**src/rtl/spart_pkg.sv**
```systemverilog
// spart_pkg: shared definitions for the mini-SPART transmit/receive arbitration logic.
//   BYTE_W       width of one SPART data byte
//   TIMEOUT_DEF  default watchdog limit in clk cycles (16-bit counter)
//   arb_state_e  arbiter FSM state encoding
package spart_pkg;

  localparam int unsigned BYTE_W      = 8;
  localparam logic [15:0] TIMEOUT_DEF = 16'hFFFF;

  typedef enum logic [1:0] {
    ARB_IDLE  = 2'd0,
    ARB_START = 2'd1,
    ARB_WAIT  = 2'd2
  } arb_state_e;

endpackage

```
**src/rtl/rr_pick.sv**
```systemverilog
// rr_pick: combinational round-robin winner selection.
//   valid   in   NUM_REQ  request vector
//   ptr     in   IDX_W    first index to search from (wraps at NUM_REQ)
//   prio0   in   1        1: index 0 wins whenever valid[0] is set
//   any     out  1        at least one request is valid
//   idx     out  IDX_W    winning index (0 when any=0)
//   onehot  out  NUM_REQ  one-hot winner (all zero when any=0)
module rr_pick #(
  parameter int unsigned NUM_REQ = 4,
  parameter int unsigned IDX_W   = 2
) (
  input  logic [NUM_REQ-1:0] valid,
  input  logic [IDX_W-1:0]   ptr,
  input  logic               prio0,
  output logic               any,
  output logic [IDX_W-1:0]   idx,
  output logic [NUM_REQ-1:0] onehot
);

  always_comb begin
    int cand;
    any    = |valid;
    idx    = '0;
    onehot = '0;
    cand   = 0;
    // Walk from the farthest offset back to ptr so the closest valid index is written last.
    for (int i = NUM_REQ - 1; i >= 0; i--) begin
      cand = int'(ptr) + i;
      if (cand >= int'(NUM_REQ)) begin
        cand = cand - int'(NUM_REQ);
      end
      if (valid[cand]) begin
        idx = IDX_W'(cand);
      end
    end
    if (prio0 && valid[0]) begin
      idx = '0;
    end
    if (any) begin
      onehot[idx] = 1'b1;
    end
  end

endmodule

```
**src/rtl/tx_arbiter.sv**
```systemverilog
// tx_arbiter: round-robin scheduler sharing one mini-SPART transmitter among NUM_REQ sources.
//   clk, rst     clock and asynchronous active-high reset
//   arb_en       0 blocks new grants; a frame already in flight completes
//   req_valid    per-requester byte-available flags
//   req_data     requester i byte at [8*i +: 8]
//   req_ready    one-hot accept pulse, combinational, only in IDLE
//   tx_en_tx     registered one-cycle start strobe to the transmitter
//   tx_data      byte captured at the accept edge, held until the next accept
//   tx_tbr       transmitter idle flag (1 = idle)
//   grant_idx    index of the last accepted requester
//   busy         high in START and WAIT
//   frame_done   one-cycle pulse when tbr returns in WAIT
//   err_timeout  sticky watchdog-abort flag, cleared only by rst
module tx_arbiter
  import spart_pkg::*;
#(
  parameter int unsigned NUM_REQ = 4,
  parameter int unsigned IDX_W   = 2,
  parameter logic [15:0] TIMEOUT = TIMEOUT_DEF,
  parameter bit          PRIO0   = 1'b0
) (
  input  logic                      clk,
  input  logic                      rst,
  input  logic                      arb_en,
  input  logic [NUM_REQ-1:0]        req_valid,
  input  logic [BYTE_W*NUM_REQ-1:0] req_data,
  output logic [NUM_REQ-1:0]        req_ready,
  output logic                      tx_en_tx,
  output logic [BYTE_W-1:0]         tx_data,
  input  logic                      tx_tbr,
  output logic [IDX_W-1:0]          grant_idx,
  output logic                      busy,
  output logic                      frame_done,
  output logic                      err_timeout
);

  arb_state_e          state_q, state_d;
  logic [IDX_W-1:0]    rr_ptr_q, rr_ptr_d;
  logic [15:0]         wdog_q, wdog_d;
  logic [BYTE_W-1:0]   tx_data_q;
  logic [IDX_W-1:0]    grant_q;
  logic                en_q;
  logic                err_q;
  logic                capture;
  logic                abort;

  logic                pick_any;
  logic [IDX_W-1:0]    pick_idx;
  logic [NUM_REQ-1:0]  pick_onehot;

  rr_pick #(
    .NUM_REQ (NUM_REQ),
    .IDX_W   (IDX_W)
  ) u_pick (
    .valid  (req_valid),
    .ptr    (rr_ptr_q),
    .prio0  (PRIO0),
    .any    (pick_any),
    .idx    (pick_idx),
    .onehot (pick_onehot)
  );

  always_comb begin
    state_d    = state_q;
    rr_ptr_d   = rr_ptr_q;
    wdog_d     = wdog_q;
    req_ready  = '0;
    frame_done = 1'b0;
    capture    = 1'b0;
    abort      = 1'b0;
    unique case (state_q)
      ARB_IDLE: begin
        if (arb_en && tx_tbr && pick_any) begin
          req_ready = pick_onehot;
          capture   = 1'b1;
          rr_ptr_d  = (pick_idx == IDX_W'(NUM_REQ - 1)) ? '0 : pick_idx + 1'b1;
          state_d   = ARB_START;
        end
      end
      ARB_START: begin
        wdog_d  = '0;
        state_d = ARB_WAIT;
      end
      ARB_WAIT: begin
        // wdog_q is 0 only in the first WAIT cycle, where the transmitter has not
        // yet dropped tbr, so tbr is not trusted there.
        if ((wdog_q != '0) && tx_tbr) begin
          frame_done = 1'b1;
          state_d    = ARB_IDLE;
        end else begin
          wdog_d = wdog_q + 16'd1;
          if (wdog_d == TIMEOUT) begin
            abort   = 1'b1;
            state_d = ARB_IDLE;
          end
        end
      end
      default: state_d = ARB_IDLE;
    endcase
  end

  always_ff @(posedge clk or posedge rst) begin
    if (rst) begin
      state_q   <= ARB_IDLE;
      rr_ptr_q  <= '0;
      wdog_q    <= '0;
      tx_data_q <= '0;
      grant_q   <= '0;
      en_q      <= 1'b0;
      err_q     <= 1'b0;
    end else begin
      state_q  <= state_d;
      rr_ptr_q <= rr_ptr_d;
      wdog_q   <= wdog_d;
      en_q     <= (state_d == ARB_START);
      if (capture) begin
        tx_data_q <= req_data[BYTE_W*pick_idx +: BYTE_W];
        grant_q   <= pick_idx;
      end
      if (abort) begin
        err_q <= 1'b1;
      end
    end
  end

  assign tx_en_tx    = en_q;
  assign tx_data     = tx_data_q;
  assign grant_idx   = grant_q;
  assign busy        = (state_q != ARB_IDLE);
  assign err_timeout = err_q;

endmodule

```
**config.mk**
```make
export PLATFORM = sky130hd
export DESIGN_NAME = tx_arbiter
export DESIGN_NICKNAME = d
export VERILOG_FILES = /design/src/rtl/spart_pkg.sv /design/src/rtl/rr_pick.sv /design/src/rtl/tx_arbiter.sv
export SDC_FILE = /design/constraint.sdc
export NUM_CORES = 1
export LEC_CHECK = 0
export CORE_ASPECT_RATIO = 1.2
export CORE_MARGIN = 2
export CORE_UTILIZATION = 45
export DETAILED_ROUTE_END_ITERATION = 10
export PLACE_DENSITY = 0.82
export SKIP_LAST_GASP = 1
export SYNTH_ARGS = -nofsm -noshare
export SYNTH_HDL_FRONTEND = slang
export SYNTH_SLANG_ARGS = --single-unit
```
**constraint.sdc**
```tcl
create_clock -name clk -period 3.1 [get_ports clk]
set_input_delay 0.62 -clock clk [delete_from_list [all_inputs] [get_ports clk]]
set_output_delay 0.62 -clock clk [all_outputs]
set_load 0.01 [all_outputs]
```
==> impl_metrics.tcl, run 1 <==
set metrics [dict create \
    firstDrtPassIters 4 \
    fp.coreArea_um2 4527 \
    final.setup_skew_ns 0.005021 \
    cts_tree "done" \
    portBuffers 57 \
    clk_latency_ns 0.28 \
    post-route-min-period_ns 2.999 \
    multi_input_area_um2 1182 \
    swShare_pct 37.41 \
    final_nets 356 \
    grt_pass1_vias 2097 \
    syn_to_final_growth_pct 39.28 \
    drc 0 \
    num_antenna_cells 0 \
    power.leakage_nw 1.309 \
    antenna_found_initial 0 \
    place_area_um2 2809 \
    finalInstanceArea_um2 2910 \
    synth-async-reset-ratio_pct 100.0 \
    hold_buffers 0 \
    synthXorXnorAreaFrac_pct 1.257 \
    synth_ff_type "dfrtp_1" \
    clock-root-buffer "clkbuf_8" \
    synth_top_family_by_area "simple AND/OR/NAND/NOR gates" \
    rsz0062_at_grt "no" \
    ys_seq_area_share_pct 38.32 \
    synthesis.area_um2 2090 \
    p_switching_uw 698.4 \
    synth_edf_count 0 \
    setup_viol 0 \
    hpwl_mm 4.034 \
    die_x_um 66.21 \
    io_pins 58 \
    htreeDepth 2 \
    start_kind "primary input" \
    ant_nets 0 \
    drt_iter0_markers 233 \
    grt_pass1_wl_mm 9.308 \
    synthAdderAreaFrac_pct 4.192 \
    hold_violations 0 \
    nFillCells 395 \
    seqCellArea_um2 800.8 \
    via_per_inst 5.579 \
    synth-simple-area-share_pct 22.81 \
    drt-total-wl_mm 5.386 \
    dieArea_um2 5207 \
    yosys_warnings 0 \
    tightest_slew_ns 0.4713 \
    cap_viol_max_count 0 \
    crit_type "in -> out" \
    path_max_fanout 4 \
    cp-end-kind "output pin" \
    ir_drop_v 0.0004168 \
    p_int_mw 1.169 \
    clock_sinks 32 \
    seq_power_share_pct 31.8 \
    wire_per_inst_um 14.64 \
    routabilityCongestion 0.9705 \
    slew_viol_final 0 \
    pwr-share-comb_pct 50.4 \
    vias 2053 \
    max_slew_margin_pct 68.29 \
    grt_max_degree 33 \
    powerDensity_nw_per_um2 641.5 \
    die_height_um 78.65 \
    max_freq_ghz 0.3335 \
    netlist_instances 237 \
    hold_path.class "reg -> reg" \
    grt-ovfl-total 0 \
    grt_use_total_pct 22.93 \
    power.share.clock_pct 17.8 \
    clk_pin_slew_ns 0.07 \
    synth_compound_area_share_pct 19.46 \
    post-route-period-util_pct 96.73 \
    cts_buffers 5 \
    synth_fp_nets 284 \
    crit_arrival_ns 2.38 \
    start_util_pct 46.16 \
    rows 27 \
    synth_seq_cells 32 \
    synth_mux_area_share_pct 8.623 \
    syn_avg_cell_area_um2 8.816 \
    drive_above_1_share_pct 9.677 \
    status "finished, final reports clean" \
    clock_path_buffers 2 \
    cp.required_ns 2.48 \
    synthDistinctLibCells 45 \
    timing.hold.ws_ns 0.4782 \
]
sequential cells by signal, indices dropped and copies added (netlist names):
name and count:
tx_data 8, err_timeout 1, grant_idx 2, rr_ptr_q 2, tx_en_tx 1, wdog_q 16, state_q 2
kinds of logic (layout without fill, tap and decap cells):
| family | after synthesis | after routing |
|---|---|---|
| compound gates | 58 | 58 |
| xor+xnor | 3 | 3 |
| buf+inv | 26 | 99 |
| simple gates | 93 | 93 |
| flops | 32 | 32 |
| mux | 18 | 18 |
| fa+ha+maj | 7 | 7 |
worst max-delay path, cell delays in order:
cell,delay (ns)
clkdlybuf4s50_1,0.42
nor2b_1,0.15
o21ba_2,0.21
or3_4,0.36
ha_1,0.22
and2_1,0.13
dlygate4sd2_1,0.27
routing by layer:
metal / GRT usage, % / vias to the layer above / wire length [um]
li1: - / 1007 / -
met1: 26.09 / 950 / 2134
met2: 38.00 / 85 / 2715
met3: 8.309 / 11 / 415
met4: 10.00 / 0 / 121
met5: 0 / - / 0
worst paths after layout:
kind	startpoint	to	slack (ns)	cells past startpoint
worst max register to register	wdog_q[0]	wdog_q[7]	0.59	7
min in group asynchronous	rst	tx_data[6]	0.72	3
worst min-delay path	err_timeout	err_timeout	0.48	1
max in group asynchronous	rst	wdog_q[11]	2.07	3
worst min register to register	err_timeout	err_timeout	0.48	1
worst max-delay path	req_valid[0]	req_ready[2]	0.10	7
power groups by stage:
stage	clock network (mW)	logic [mW]	registers [mW]
3_5_place_dp	0	0.926	0.601
2_1_floorplan	0	0.492	0.622
4_1_cts	0.342	0.943	0.592
3_3_place_gp	0	0.918	0.594
6_report	0.333	0.941	0.593
5_1_grt	0.361	1.04	0.608
cell usage after synthesis (all sizes together), types with 3 or more instances:
cell type	count	area share, %
or3	8	2.4
o221ai	8	3.4
or4	3	1.1
nand2b	3	0.90
ha	7	4.2
and3	3	0.90
inv	16	2.9
o31ai	4	1.4
nor2	11	2.0
o21ai	16	3.8
nor3	9	2.2
nand3	7	1.7
clkbuf	4	0.72
mux2i	18	8.6
nand4	4	1.2
dfrtp	32	38
and2	5	1.5
nand2	31	5.6
xnor2	3	1.3
a21oi	10	2.4
a21o	4	1.4
buf	6	1.7
cell type report:
class / count / share of cell area [%]
clock buffer: 8 / 3.095
inverter: 16 / 2.064
multi-input combinational: 179 / 40.63
sequential: 32 / 27.52
tap: 58 / 2.494
timing repair buffer: 75 / 24.20
repair_timing:
item | 4_1_cts | 5_1_grt
resized for setup | 5 | 2
buffers inserted | 1 | 0
endpoints found under the setup margin | 4 | 3
pin swaps | 0 | 1
stage by stage:
stage	total power [mW]	worst slack, ns	utilization (%)	setup TNS, ns	instances
floorplan	1.114	0.3531	-	0	237
global placement	1.511	-0.1776	62.05	-0.5003	359
detailed placement	1.527	-0.2016	62.05	-0.6479	359
CTS	1.878	0.07491	64.21	0	368
global route	2.012	0.007591	64.29	0	368
finish	1.867	0.1013	64.29	0	368
layout by cell type, fill, tap and decap left out, types with 3 or more instances in the layout:
cell and n:
clkdlybuf4s50_1 52, dfrtp_1 32, nand2_1 31, mux2i_1 18
buf_4 18, inv_1 15, o21ai_0 15, nor2_1 11
a21oi_1 10, nor3_1 9, o221ai_1 8, or3_1 7
nand3_1 7, ha_1 7, clkbuf_8 6, a21o_1 4
nand4_1 4, o31ai_1 4, and2_1 4, nand2b_1 3
or4_1 3, and3_1 3, xnor2_1 3, dlygate4sd2_1 3
Power figures use the tool's default switching activity.
==> inputs of run 2 (changes only) <==
--- a/config.mk
+++ b/config.mk
@@ -5,7 +5,6 @@
 export SDC_FILE = /design/constraint.sdc
 export NUM_CORES = 1
 export LEC_CHECK = 0
-export CORE_ASPECT_RATIO = 1.2
 export CORE_MARGIN = 2
 export CORE_UTILIZATION = 45
 export DETAILED_ROUTE_END_ITERATION = 10
==> impl_metrics.tcl, run 2 (synthesized netlist as in run 1, its figures left out) <==
set metrics [dict create \
    status "finished, final reports clean" \
    hold_violations 0 \
    final_cell_mix "53 x clkdlybuf4s50_1, 32 x dfrtp_1, 31 x nand2_1, 18 x mux2i_1, 17 x buf_4" \
    timing.hold.ws_ns 0.4678 \
    start_util_pct 47.34 \
    post-route-min-period_ns 3.011 \
    start_kind "primary input" \
    drive_above_1_share_pct 9.709 \
    swShare_pct 38.15 \
    pwr-share-comb_pct 50.5 \
    die_height_um 72.14 \
    routabilityCongestion 0.8567 \
    largest-register "wdog_q" \
    grt_max_degree 33 \
    largest_reg_flops 16 \
    rows 24 \
    ant_nets 0 \
    portBuffers 57 \
    cp.required_ns 2.48 \
    grt-ovfl-total 0 \
    crit_type "in -> out" \
    clk_pin_slew_ns 0.06 \
    die_x_um 72.14 \
    p_switching_uw 711.6 \
    min_path_cells 1 \
    regToRegEndpoint "wdog_q[4]" \
    clock_path_buffers 2 \
    crit_arrival_ns 2.39 \
    cap_viol_max_count 0 \
    wire_per_inst_um 15.02 \
    regToRegStartpoint "wdog_q[4]" \
    crit_end "req_ready[3]" \
    r2r_slack_ns 0.53 \
    clock-root-buffer "clkbuf_8" \
    path_max_fanout 4 \
    htreeDepth 2 \
    hold_buffers 0 \
    firstDrtPassIters 4 \
    drt-total-wl_mm 5.422 \
    cts_buffers 5 \
    syn_to_final_growth_pct 39.10 \
    rsz0062_at_grt "no" \
    antenna_found_initial 0 \
    fp.coreArea_um2 4414 \
    drt_iter0_markers 187 \
    setup_viol 0 \
    p_int_mw 1.154 \
    power.leakage_nw 1.305 \
    power.share.clock_pct 17.9 \
    fin_tns_setup_ns 0 \
    io_pins 58 \
    grt_use_total_pct 21.67 \
    powerDensity_nw_per_um2 641.8 \
    max_slew_margin_pct 20.44 \
    num_antenna_cells 0 \
    tightest_slew_ns 1.193 \
    post-route-period-util_pct 97.14 \
    hpwl_mm 4.063 \
    drc 0 \
    grt_pass1_wl_mm 8.832 \
    reg2reg_depth 6 \
    slew_viol_final 0 \
    cts_tree "done" \
    max_freq_ghz 0.3321 \
    final.setup_skew_ns 0.005642 \
    final_common_cell "clkdlybuf4s50_1" \
    clock_sinks 32 \
    clk_latency_ns 0.29 \
    final_nets 355 \
    via_per_inst 5.720 \
    startpoint "req_valid[0]" \
    dieArea_um2 5204 \
    hold_path.class "reg -> reg" \
    seq_power_share_pct 31.6 \
    ir_drop_v 0.0003682 \
    vias 2065 \
    cp-end-kind "output pin" \
    grt_pass1_vias 1921 \
]
[run 2: routing by layer]
layer / part of all wire, % / vias to the layer above / global-route usage [%]
met2: 46 / 98 / 33.54
met3: 9.9 / 9 / 6.944
met1: 42 / 953 / 27.94
met4: 2.1 / 0 / 9.224
li1: - / 1005 / -
met5: 0 / - / 0
[run 2: how the worst min path moves through the flow]
stage	startpoint	end	slack [ns]
after global placement	err_timeout	err_timeout	0.44
after floorplan	wdog_q[14]	wdog_q[14]	0.45
final	err_timeout	err_timeout	0.47
after CTS	err_timeout	err_timeout	0.47
after detailed placement	err_timeout	err_timeout	0.45
after global routing	err_timeout	err_timeout	0.50
[run 2: per-stage QoR]
stage / utilization [%] / std cells / power, mW / area, um^2 / setup slack, ns
after floorplan: - / 237 / 1.114 / 2090 / 0.3531
after global placement: 63.29 / 352 / 1.495 / 2794 / -0.1744
after detailed placement: 63.29 / 352 / 1.512 / 2794 / -0.2214
after CTS: 65.59 / 360 / 1.860 / 2895 / 0.01262
after global routing: 65.84 / 361 / 1.986 / 2907 / 0.008506
final: 65.84 / 361 / 1.865 / 2907 / 0.08861
[run 2: critical path, cell delays in order]
cell and delay, ns:
clkdlybuf4s50_1 0.42, nor2b_1 0.15, o21ba_2 0.21, or3_4 0.35
inv_2 0.09, ha_1 0.16, and2_1 0.11, dlygate4sd2_1 0.27
[run 2: what timing repair did]
item / CTS / global route
resized for setup: 6 / 2
cloned: 0 / 0
setup endpoints to repair: 5 / 5
pin swaps: 0 / 1
setup buffers: 0 / 1
[run 2: final cells by class]
type                    count  area, um^2
flip-flops and latches     32       800.8
multi-input cells         179        1197
repair buffers             74       693.2
fillers                   351        1508
well taps                  52       65.06
clock buffers               8       90.09
inverters                  16       60.06
[run 2: power by group through the flow]
stage	Sequential [mW]	Clock (mW)	Combinational (mW)
6_report	0.589	0.333	0.943
5_1_grt	0.602	0.349	1.04
4_1_cts	0.588	0.336	0.937
2_1_floorplan	0.622	0	0.492
3_3_place_gp	0.589	0	0.906
3_5_place_dp	0.592	0	0.920
